File: config.mk
export PLATFORM = sky130hd
export DESIGN_NAME = bm_base_divide_flat
export DESIGN_NICKNAME = d
export VERILOG_FILES = /design/src/rtl/bm_divide_pkg.sv /design/src/rtl/bm_base_divide_if.sv /design/src/rtl/bm_divide_step.sv /design/src/rtl/bm_base_divide.sv /design/src/flat_wrapper.sv
export SDC_FILE = /design/constraint.sdc
export NUM_CORES = 1
export LEC_CHECK = 0
export BUFFER_PORTS_ARGS = -buffer_cell sky130_fd_sc_hd__buf_2
export CORE_ASPECT_RATIO = 0.8
export CORE_MARGIN = 5
export CORE_UTILIZATION = 35
export CTS_BUF_LIST = sky130_fd_sc_hd__clkbuf_2
export DETAILED_ROUTE_END_ITERATION = 7
export HOLD_SLACK_MARGIN = 0.06
export PLACE_DENSITY = 0.66
export SLEW_MARGIN = 40
export SYNTH_ARGS = -nofsm -noshare
export SYNTH_HDL_FRONTEND = slang
export SYNTH_SLANG_ARGS = --single-unit
File: constraint.sdc
create_clock -name clock -period 4.2 [get_ports clock]
set_input_delay 1.05 -clock clock [delete_from_list [all_inputs] [get_ports clock]]
set_output_delay 1.05 -clock clock [all_outputs]
set_load 0.005 [all_outputs]
File: src/rtl/bm_divide_pkg.sv
// Shared definitions for the bm_base_divide restoring divider.
// Holds the default widths, the FSM encoding and the iteration-counter width helper.
package bm_divide_pkg;

    localparam int DEF_BITS = 8;
    localparam int DEF_B2TS = 2 * DEF_BITS;

    typedef enum logic [1:0] {
        IDLE = 2'd0,
        BUSY = 2'd1,
        DONE = 2'd2
    } div_state_e;

    function automatic int cnt_width(input int iterations);
        return (iterations <= 2) ? 1 : $clog2(iterations);
    endfunction

    localparam int CNT_W = cnt_width(DEF_B2TS);

endpackage

File: src/rtl/bm_base_divide_if.sv
// Request/result bundle for bm_base_divide; master issues operands, slave returns results.
interface bm_base_divide_if
    import bm_divide_pkg::*;
#(
    parameter int BITS = DEF_BITS,
    parameter int B2TS = DEF_B2TS
) ();

    logic            start;
    logic [B2TS-1:0] dividend_in;
    logic [BITS-1:0] divisor_in;
    logic            busy;
    logic            valid;
    logic [B2TS-1:0] quot_out;
    logic [BITS-1:0] rem_out;
    logic            div_zero;

    modport master (
        output start, dividend_in, divisor_in,
        input  busy, valid, quot_out, rem_out, div_zero
    );

    modport slave (
        input  start, dividend_in, divisor_in,
        output busy, valid, quot_out, rem_out, div_zero
    );

endinterface

File: src/rtl/bm_divide_step.sv
// One restoring-division step: shift in the next dividend bit, trial-subtract, select.
module bm_divide_step #(
    parameter int BITS = 8
) (
    input  logic [BITS:0]   prem_in,
    input  logic            bit_in,
    input  logic [BITS-1:0] divisor,
    output logic [BITS:0]   prem_out,
    output logic            q_bit
);

    logic [BITS+1:0] shifted;
    logic [BITS:0]   diff;

    always_comb begin
        shifted  = {prem_in, bit_in};
        q_bit    = (shifted >= {2'b00, divisor});
        // When the subtract succeeds the difference is below the divisor, so BITS+1 bits suffice.
        diff     = shifted[BITS:0] - {1'b0, divisor};
        prem_out = q_bit ? diff : shifted[BITS:0];
    end

endmodule

File: src/rtl/bm_base_divide.sv
// Sequential unsigned restoring divider, one quotient bit per clock, MSB first.
// Define BM_DIVIDE_REM_EN to drive rem_out; otherwise rem_out is tied to zero.
module bm_base_divide
    import bm_divide_pkg::*;
#(
    parameter int BITS = DEF_BITS,
    parameter int B2TS = DEF_B2TS
) (
    input  logic            clock,
    input  logic            reset,
    bm_base_divide_if.slave bus
);

    localparam int CW = cnt_width(B2TS);
    localparam logic [CW-1:0] LAST = CW'(B2TS - 1);

    div_state_e      state_q, state_d;
    logic [CW-1:0]   cnt_q, cnt_d;
    logic [B2TS-1:0] dvd_q, dvd_d;
    logic [BITS-1:0] dvs_q, dvs_d;
    logic [BITS:0]   prem_q, prem_d;
    logic            dz_pend_q, dz_pend_d;
    logic [B2TS-1:0] quot_q, quot_d;
    logic            busy_q, busy_d;
    logic            valid_q, valid_d;
    logic            dz_q, dz_d;
`ifdef BM_DIVIDE_REM_EN
    logic [BITS-1:0] rem_q, rem_d;
`endif

    logic [BITS:0]   step_prem;
    logic            step_q;

    bm_divide_step #(.BITS(BITS)) u_step (
        .prem_in  (prem_q),
        .bit_in   (dvd_q[B2TS-1]),
        .divisor  (dvs_q),
        .prem_out (step_prem),
        .q_bit    (step_q)
    );

    always_comb begin
        state_d   = state_q;
        cnt_d     = cnt_q;
        dvd_d     = dvd_q;
        dvs_d     = dvs_q;
        prem_d    = prem_q;
        dz_pend_d = 1'b0;
        quot_d    = quot_q;
        busy_d    = busy_q;
        valid_d   = valid_q;
        dz_d      = dz_q;
`ifdef BM_DIVIDE_REM_EN
        rem_d     = rem_q;
`endif

        // A zero divisor spends one cycle here instead of iterating, then reports saturated results.
        if (dz_pend_q) begin
            state_d = DONE;
            valid_d = 1'b1;
            dz_d    = 1'b1;
            quot_d  = '1;
`ifdef BM_DIVIDE_REM_EN
            rem_d   = '1;
`endif
        end else begin
            unique case (state_q)
                IDLE, DONE: begin
                    if (bus.start) begin
                        dvd_d   = bus.dividend_in;
                        dvs_d   = bus.divisor_in;
                        prem_d  = '0;
                        cnt_d   = '0;
                        valid_d = 1'b0;
                        dz_d    = 1'b0;
                        if (bus.divisor_in == '0) begin
                            dz_pend_d = 1'b1;
                            state_d   = IDLE;
                            busy_d    = 1'b0;
                        end else begin
                            state_d = BUSY;
                            busy_d  = 1'b1;
                        end
                    end
                end
                BUSY: begin
                    // Quotient bits shift in from the bottom as dividend bits leave the top.
                    dvd_d  = {dvd_q[B2TS-2:0], step_q};
                    prem_d = step_prem;
                    cnt_d  = cnt_q + CW'(1);
                    if (cnt_q == LAST) begin
                        state_d = DONE;
                        busy_d  = 1'b0;
                        valid_d = 1'b1;
                        quot_d  = {dvd_q[B2TS-2:0], step_q};
`ifdef BM_DIVIDE_REM_EN
                        rem_d   = step_prem[BITS-1:0];
`endif
                    end
                end
                default: begin
                    state_d = IDLE;
                    busy_d  = 1'b0;
                    valid_d = 1'b0;
                end
            endcase
        end
    end

    always_ff @(posedge clock or posedge reset) begin
        if (reset) begin
            state_q   <= IDLE;
            cnt_q     <= '0;
            dvd_q     <= '0;
            dvs_q     <= '0;
            prem_q    <= '0;
            dz_pend_q <= 1'b0;
            quot_q    <= '0;
            busy_q    <= 1'b0;
            valid_q   <= 1'b0;
            dz_q      <= 1'b0;
`ifdef BM_DIVIDE_REM_EN
            rem_q     <= '0;
`endif
        end else begin
            state_q   <= state_d;
            cnt_q     <= cnt_d;
            dvd_q     <= dvd_d;
            dvs_q     <= dvs_d;
            prem_q    <= prem_d;
            dz_pend_q <= dz_pend_d;
            quot_q    <= quot_d;
            busy_q    <= busy_d;
            valid_q   <= valid_d;
            dz_q      <= dz_d;
`ifdef BM_DIVIDE_REM_EN
            rem_q     <= rem_d;
`endif
        end
    end

    assign bus.busy     = busy_q;
    assign bus.valid    = valid_q;
    assign bus.quot_out = quot_q;
    assign bus.div_zero = dz_q;
`ifdef BM_DIVIDE_REM_EN
    assign bus.rem_out  = rem_q;
`else
    assign bus.rem_out  = '0;
`endif

endmodule

File: src/flat_wrapper.sv
// flat-port wrapper written by rule: the top's interface ports become plain ports
module bm_base_divide_flat import bm_divide_pkg::*;
#(
    parameter int BITS = DEF_BITS,
    parameter int B2TS = DEF_B2TS
)
  (clock, reset, bus_start, bus_dividend_in, bus_divisor_in, bus_busy, bus_valid, bus_quot_out, bus_rem_out, bus_div_zero);
  bm_base_divide_if #(.BITS(BITS), .B2TS(B2TS)) bus_i ();
  input  logic clock;
  input  logic reset;
  input wire logic [$bits(bus_i.start)-1:0] bus_start;
  input wire logic [$bits(bus_i.dividend_in)-1:0] bus_dividend_in;
  input wire logic [$bits(bus_i.divisor_in)-1:0] bus_divisor_in;
  output wire logic [$bits(bus_i.busy)-1:0] bus_busy;
  output wire logic [$bits(bus_i.valid)-1:0] bus_valid;
  output wire logic [$bits(bus_i.quot_out)-1:0] bus_quot_out;
  output wire logic [$bits(bus_i.rem_out)-1:0] bus_rem_out;
  output wire logic [$bits(bus_i.div_zero)-1:0] bus_div_zero;
  assign bus_i.start = bus_start;
  assign bus_i.dividend_in = bus_dividend_in;
  assign bus_i.divisor_in = bus_divisor_in;
  assign bus_busy = bus_i.busy;
  assign bus_valid = bus_i.valid;
  assign bus_quot_out = bus_i.quot_out;
  assign bus_rem_out = bus_i.rem_out;
  assign bus_div_zero = bus_i.div_zero;
  bm_base_divide #(.BITS(BITS), .B2TS(B2TS)) u_core (.clock(clock), .reset(reset), .bus(bus_i));
endmodule
## After elaboration in Yosys (flattened, before gate mapping)

Cells that the tools add are included.

| storage, ports and cells | value |
|---|---|
| register bits after elaboration | 59 |
| bits of input ports | 27 |
| output and inout port bits | 27 |
| logic and storage cells | 64 |

| operators by class | value |
|---|---|
| add/sub/neg operators | 2 |
| order comparisons | 1 |
| equality and inequality tests | 7 |
| mux-type cells | 29 |
| bitwise logic cells | 1 |
| reductions and logical operators | 14 |

Operator list:

| cell | number |
|---|---|
| 2-to-1 mux 16 bit | 4 |
| one-hot mux 16 bit (2 select lines) | 1 |
| 2-to-1 mux 9 bit | 2 |
| one-hot mux 9 bit (2 select lines) | 1 |
| 2-to-1 mux 1 bit | 13 |
| >= comparator 10 x 8 -> 1 bit | 1 |
| nonzero test 2 bit | 5 |
| AND reduction 3 bit | 3 |
| subtractor 9 x 8 -> 9 bit | 1 |
| logical NOT 8 bit | 1 |
| one-hot mux 4 bit (2 select lines) | 1 |
| 2-to-1 mux 2 bit | 3 |
| AND reduction 2 bit | 3 |
| adder 4 x 1 -> 4 bit, second input constant | 1 |
| equality test 4 bit, second input constant | 1 |
| 2-to-1 mux 4 bit | 1 |
| one-hot mux 1 bit (2 select lines) | 2 |
| one-hot mux 2 bit (2 select lines) | 1 |
| inequality test 3 x 1 -> 1 bit, second input constant | 1 |
| inequality test 3 x 2 -> 1 bit, second input constant | 1 |
| equality test 2 x 1 -> 1 bit, second input constant | 1 |
| equality test 2 bit, second input constant | 1 |
| logical NOT 2 bit | 1 |
| inequality test 2 x 1 -> 1 bit, second input constant | 1 |
| other kinds (3) | 3 |

## Longest topological paths before layout

| logic depth | value |
|---|---|
| depth after elaboration | 5 |
| mapped depth | 10 |
| mapped depth without buffers | 9 |

## Cells and area by module

Synthesis repeated with hierarchy kept, for this count alone.

| unflattened totals | value |
|---|---|
| cells, all modules | 276 |
| area total of the unflattened synthesis | 3263.1 um^2 |

By module, submodules not included:

| module | instances | cells an instance | area an instance (um^2) | seq. area each (um^2) |
|---|---|---|---|---|
| bm_base_divide | 1 | 201 | 2740.1 | 1451.4 |
| bm_divide_step | 1 | 75 | 523.0 | 0.0 |

## Worst setup path after synthesis

OpenSTA, ideal clock, no wires.

| timing | value |
|---|---|
| kind | register to register |
| start | register u_core.dvd_q[15] |
| end | register u_core.prem_q[7] |
| setup time | 0.133 ns |
| data arrival time | 1.910 ns |
| required time | 4.067 ns |
| path slack | 2.157 ns |
| cell stages (with the launch flop) | 11 |
| path buffers | 1 |
| period minus slack after synthesis | 2.043 ns |
| cells stage by stage | dfrtp_1 > inv_1 > ha_1 > fa_1 > nor2b_4 > o21ai_4 > a21oi_2 > nor4_4 > buf_6 > a32oi_1 > o31ai_1 |

| between the ends | value |
|---|---|
| cells in the longest elaborated chain, start to end | 3 |
| elaborated cells between the ends (all ways) | 4 |
| classes of those cells | add/sub: 1; order compare: 1; mux: 2 |

RTL lines:

| item | RTL line | text |
|---|---|---|
| start: declaration | bm_base_divide.sv:19 | `logic [B2TS-1:0] dvd_q, dvd_d;` |
| start signal: assignment | bm_base_divide.sv:128 | `dvd_q <= dvd_d;` |
| subtractor 9 x 8 -> 9 bit or >= comparator 10 x 8 -> 1 bit (tied branches) | bm_divide_step.sv:19, bm_divide_step.sv:17 |  |
| 2-to-1 mux 9 bit * | bm_divide_step.sv:20 | `prem_out = q_bit ? diff : shifted[BITS:0];` |
| one-hot mux 9 bit (2 select lines) * | bm_base_divide.sv:67 | `unique case (state_q)` |
| end signal: assignment | bm_base_divide.sv:130 | `prem_q <= prem_d;` |
| end: declaration | bm_base_divide.sv:21 | `logic [BITS:0] prem_q, prem_d;` |

Every way passes the cells marked *; elsewhere a longest branch is shown, timed or not.
A chain may end at the register's enable or synchronous reset.

## Worst setup path in the final report

| timing | value |
|---|---|
| start | register u_core.dvd_q[15] |
| end | register u_core.prem_q[3] |

Same word-level chain as after synthesis.

==> flow_metrics.tcl <==
set metrics [dict create \
    crit_chain "inv_1 -> ha_1 -> fa_1 -> nor2b_4 -> o21ai_4 -> a21oi_2 -> nor4_4 -> buf_4 -> mux2i_1 -> o21ai_1" \
    antenna_found_initial 0 \
    tns_ns 0 \
    routed_via_density 4.93 \
    worst_setup_path_end_kind "flip-flop" \
    wire_per_inst_um 14.2 \
    yosys_warnings 0 \
    rsz0062_at_grt "no" \
    postRouteAntennaNets 0 \
    initial_utilization_pct 35.9 \
    power.density_mw_per_mm2 837 \
    crit_arrival_ns 2.61 \
    die_y_um 90.5 \
    totalPowerFinal_w 0.00271 \
    clk_latency_ns 0.46 \
    cp-start-kind "flip-flop" \
    coreArea_mm2 0.00791 \
    vias 2170 \
    nets 365 \
    cts_max_level 3 \
    diodes 0 \
    die_area_mm2 0.0100 \
    overflow 0 \
    synth.avg_cell_area_um2 10.1 \
    grt_max_degree 31 \
    core.rowCount 29 \
    drtIter0Drc 120 \
    io_buffers 45 \
    finalCritPeriodShare_pct 53.9 \
    ctsHoldBuffers 0 \
    power.leakage_nw 1.56 \
    cts_tree "yes" \
    drv_slew 0 \
    layout_min_cycle_time_ns 2.26 \
    gp_congestion 0.783 \
    setup_violations 0 \
    cts_resized 0 \
    synth_cells 281 \
    grt_pass1_vias 2208 \
    seq_area_frac_synth_pct 51.2 \
    firstDrtPassIters 4 \
    cts_sinks 58 \
    totalWireLength_um 6230 \
    fin_ws_ns 1.94 \
    hold_slack_ns 0.516 \
    synth-main-ff-cell "dfrtp_1" \
    maxSlewHeadroom_pct 43.4 \
    layout_commonest_cell "dfrtp_1" \
    die_w_um 111 \
    synth_async_sr_flop_share_pct 100 \
    final_area_mm2 0.00324 \
    ios 54 \
    critPathMaxStageDelay_ns 0.41 \
    final_cell_mix "58 x dfrtp_1, 49 x nand2_1, 45 x buf_2" \
    finalHoldViolations 0 \
    status "finished, final reports clean" \
    cts_made_buffers 9 \
    cts_root_buf "clkbuf_2" \
    grt_usage_pct 13.0 \
    worstPathRequired_ns 4.55 \
    cp_slowest_cell "dfrtp_1" \
    cts.clk_slew.worst_paths_ns 0.15 \
    areaGrowthSynthToFinish_pct 14.2 \
    drc 0 \
    cp_max_fo 9 \
    ys_types 46 \
    ys_ff_latch 58 \
    drive_gt1_share_pct 21.7 \
    worstHoldPathType "flip-flop to flip-flop" \
    dp_hpwl_um 4510 \
    dp_slack_ns 1.69 \
    fin_skew_ns 0.0161 \
    grt_pass1_wl_um 10800 \
    placed_area_mm2 0.00313 \
    worst_ir_drop_vdd_mv 0.399 \
    critPathBufInv 2 \
    cap_violations 0 \
    crit_type "flip-flop to flip-flop" \
    path_delay_family "adder cells" \
    max_freq_ghz 0.442 \
    tightest_slew_ns 0.842 \
    synth_edf_count 0 \
    post_cts_buffers 0 \
    syn-cell-area_mm2 0.00284 \
    cts_max_path_buffers 2 \
]
[registers in the layout, indices dropped and copies added, names as in the netlist]
signal               flops
u_core.bus.busy          1
u_core.bus.div_zero      1
u_core.dvd_q            16
u_core.cnt_q             4
u_core.bus.quot_out     16
u_core.prem_q            9
u_core.state_q           2
u_core.dvs_q             8
u_core.dz_pend_q         1
[power by group]
part / switching, W / internal (W)
registers: 0.000183 / 0.000830
logic: 0.000717 / 0.000659
clock network: 0.000193 / 0.000130
[cell usage after synthesis (2+ instances only)]
library cell | number | area (um2)
buf_2 | 2 | 10.0
a21oi_1 | 6 | 30.0
nor2b_1 | 3 | 18.8
mux2i_1 | 7 | 70.1
a21o_1 | 2 | 15.0
nand3_1 | 4 | 20.0
o22a_1 | 15 | 131
xor2_1 | 3 | 26.3
nand2b_1 | 3 | 18.8
buf_1 | 2 | 7.51
a22oi_1 | 16 | 120
and3_1 | 2 | 12.5
ha_1 | 9 | 113
nand4_1 | 3 | 18.8
o21ai_0 | 19 | 95.1
or3_1 | 2 | 12.5
inv_1 | 17 | 63.8
buf_4 | 8 | 60.1
nor2_1 | 10 | 37.5
a31oi_1 | 2 | 12.5
nand2_1 | 49 | 184
o31ai_1 | 3 | 22.5
dfrtp_1 | 58 | 1450
xnor2_1 | 3 | 26.3
clkbuf_1 | 8 | 30.0
nor4_1 | 2 | 12.5
o21ai_1 | 3 | 15.0
a22o_1 | 2 | 17.5
[cell families (layout without fill, tap and decap cells)]
| logic type | after synthesis | count (layout) | share of synthesized area, % |
|---|---|---|---|
| buffers and inverters | 39 | 83 | 6.57 |
| AND/OR/NAND/NOR | 84 | 84 | 14.2 |
| AO/OA/AOI/OAI | 75 | 75 | 18.5 |
| XOR/XNOR | 6 | 6 | 1.85 |
| multiplexers | 8 | 8 | 2.87 |
| other | 1 | 8 | 0.132 |
| flip-flops | 58 | 58 | 51.2 |
| adder cells (fa/ha/maj) | 10 | 10 | 4.68 |
[layout make-up]
class | count | area (um2)
fillers | 817 | 4670
flip-flops and latches | 58 | 1450
multi-input cells | 191 | 1230
repair buffers | 50 | 263
well taps | 108 | 135
inverters | 18 | 67.6
clock buffers | 10 | 50.0
clock inverters | 5 | 46.3
[worst register-to-register path: stages, from the launching register on]
cell     delay, ns
dfrtp_1       0.41
inv_1         0.10
ha_1          0.19
fa_1          0.27
nor2b_4       0.07
o21ai_4       0.14
a21oi_2       0.09
nor4_4        0.33
buf_4         0.26
mux2i_1       0.22
o21ai_1       0.08
[through the flow]
stage               util, %  instances
floorplan                 -        288
global placement       39.6        424
detailed placement     39.6        424
CTS                    40.8        439
global route           41.0        440
finish                 41.0        440
[per-layer routing]
| layer | share of wire (%) | vias up | GRT usage (%) | wire [um] |
|---|---|---|---|---|
| li1 | - | 1062 | - | - |
| met4 | 0.50 | 0 | 2.77 | 31 |
| met1 | 49 | 1041 | 18.3 | 3080 |
| met2 | 43 | 63 | 18.8 | 2680 |
| met3 | 7.1 | 4 | 5.02 | 442 |
| met5 | 0 | - | 0 | 0 |
[worst paths after layout]
kind | from | to | slack [ns] | cells past startpoint
min in group asynchronous | reset | u_core.dvd_q[2]$_DFFE_PP0P_ | 0.63 | 2
max in group asynchronous | reset | u_core.state_q[0]$_DFFE_PP0P_ | 2.75 | 3
worst min register to register | u_core.dvd_q[15]$_DFFE_PP0P_ | u_core.dvd_q[15]$_DFFE_PP0P_ | 0.52 | 2
worst max-delay path | u_core.dvd_q[15]$_DFFE_PP0P_ | u_core.prem_q[3]$_DFFE_PP0P_ | 1.94 | 10
worst max register to register | u_core.dvd_q[15]$_DFFE_PP0P_ | u_core.prem_q[3]$_DFFE_PP0P_ | 1.94 | 10
worst min-delay path | u_core.dvd_q[15]$_DFFE_PP0P_ | u_core.dvd_q[15]$_DFFE_PP0P_ | 0.52 | 2
(Power assumes the default switching activity.)
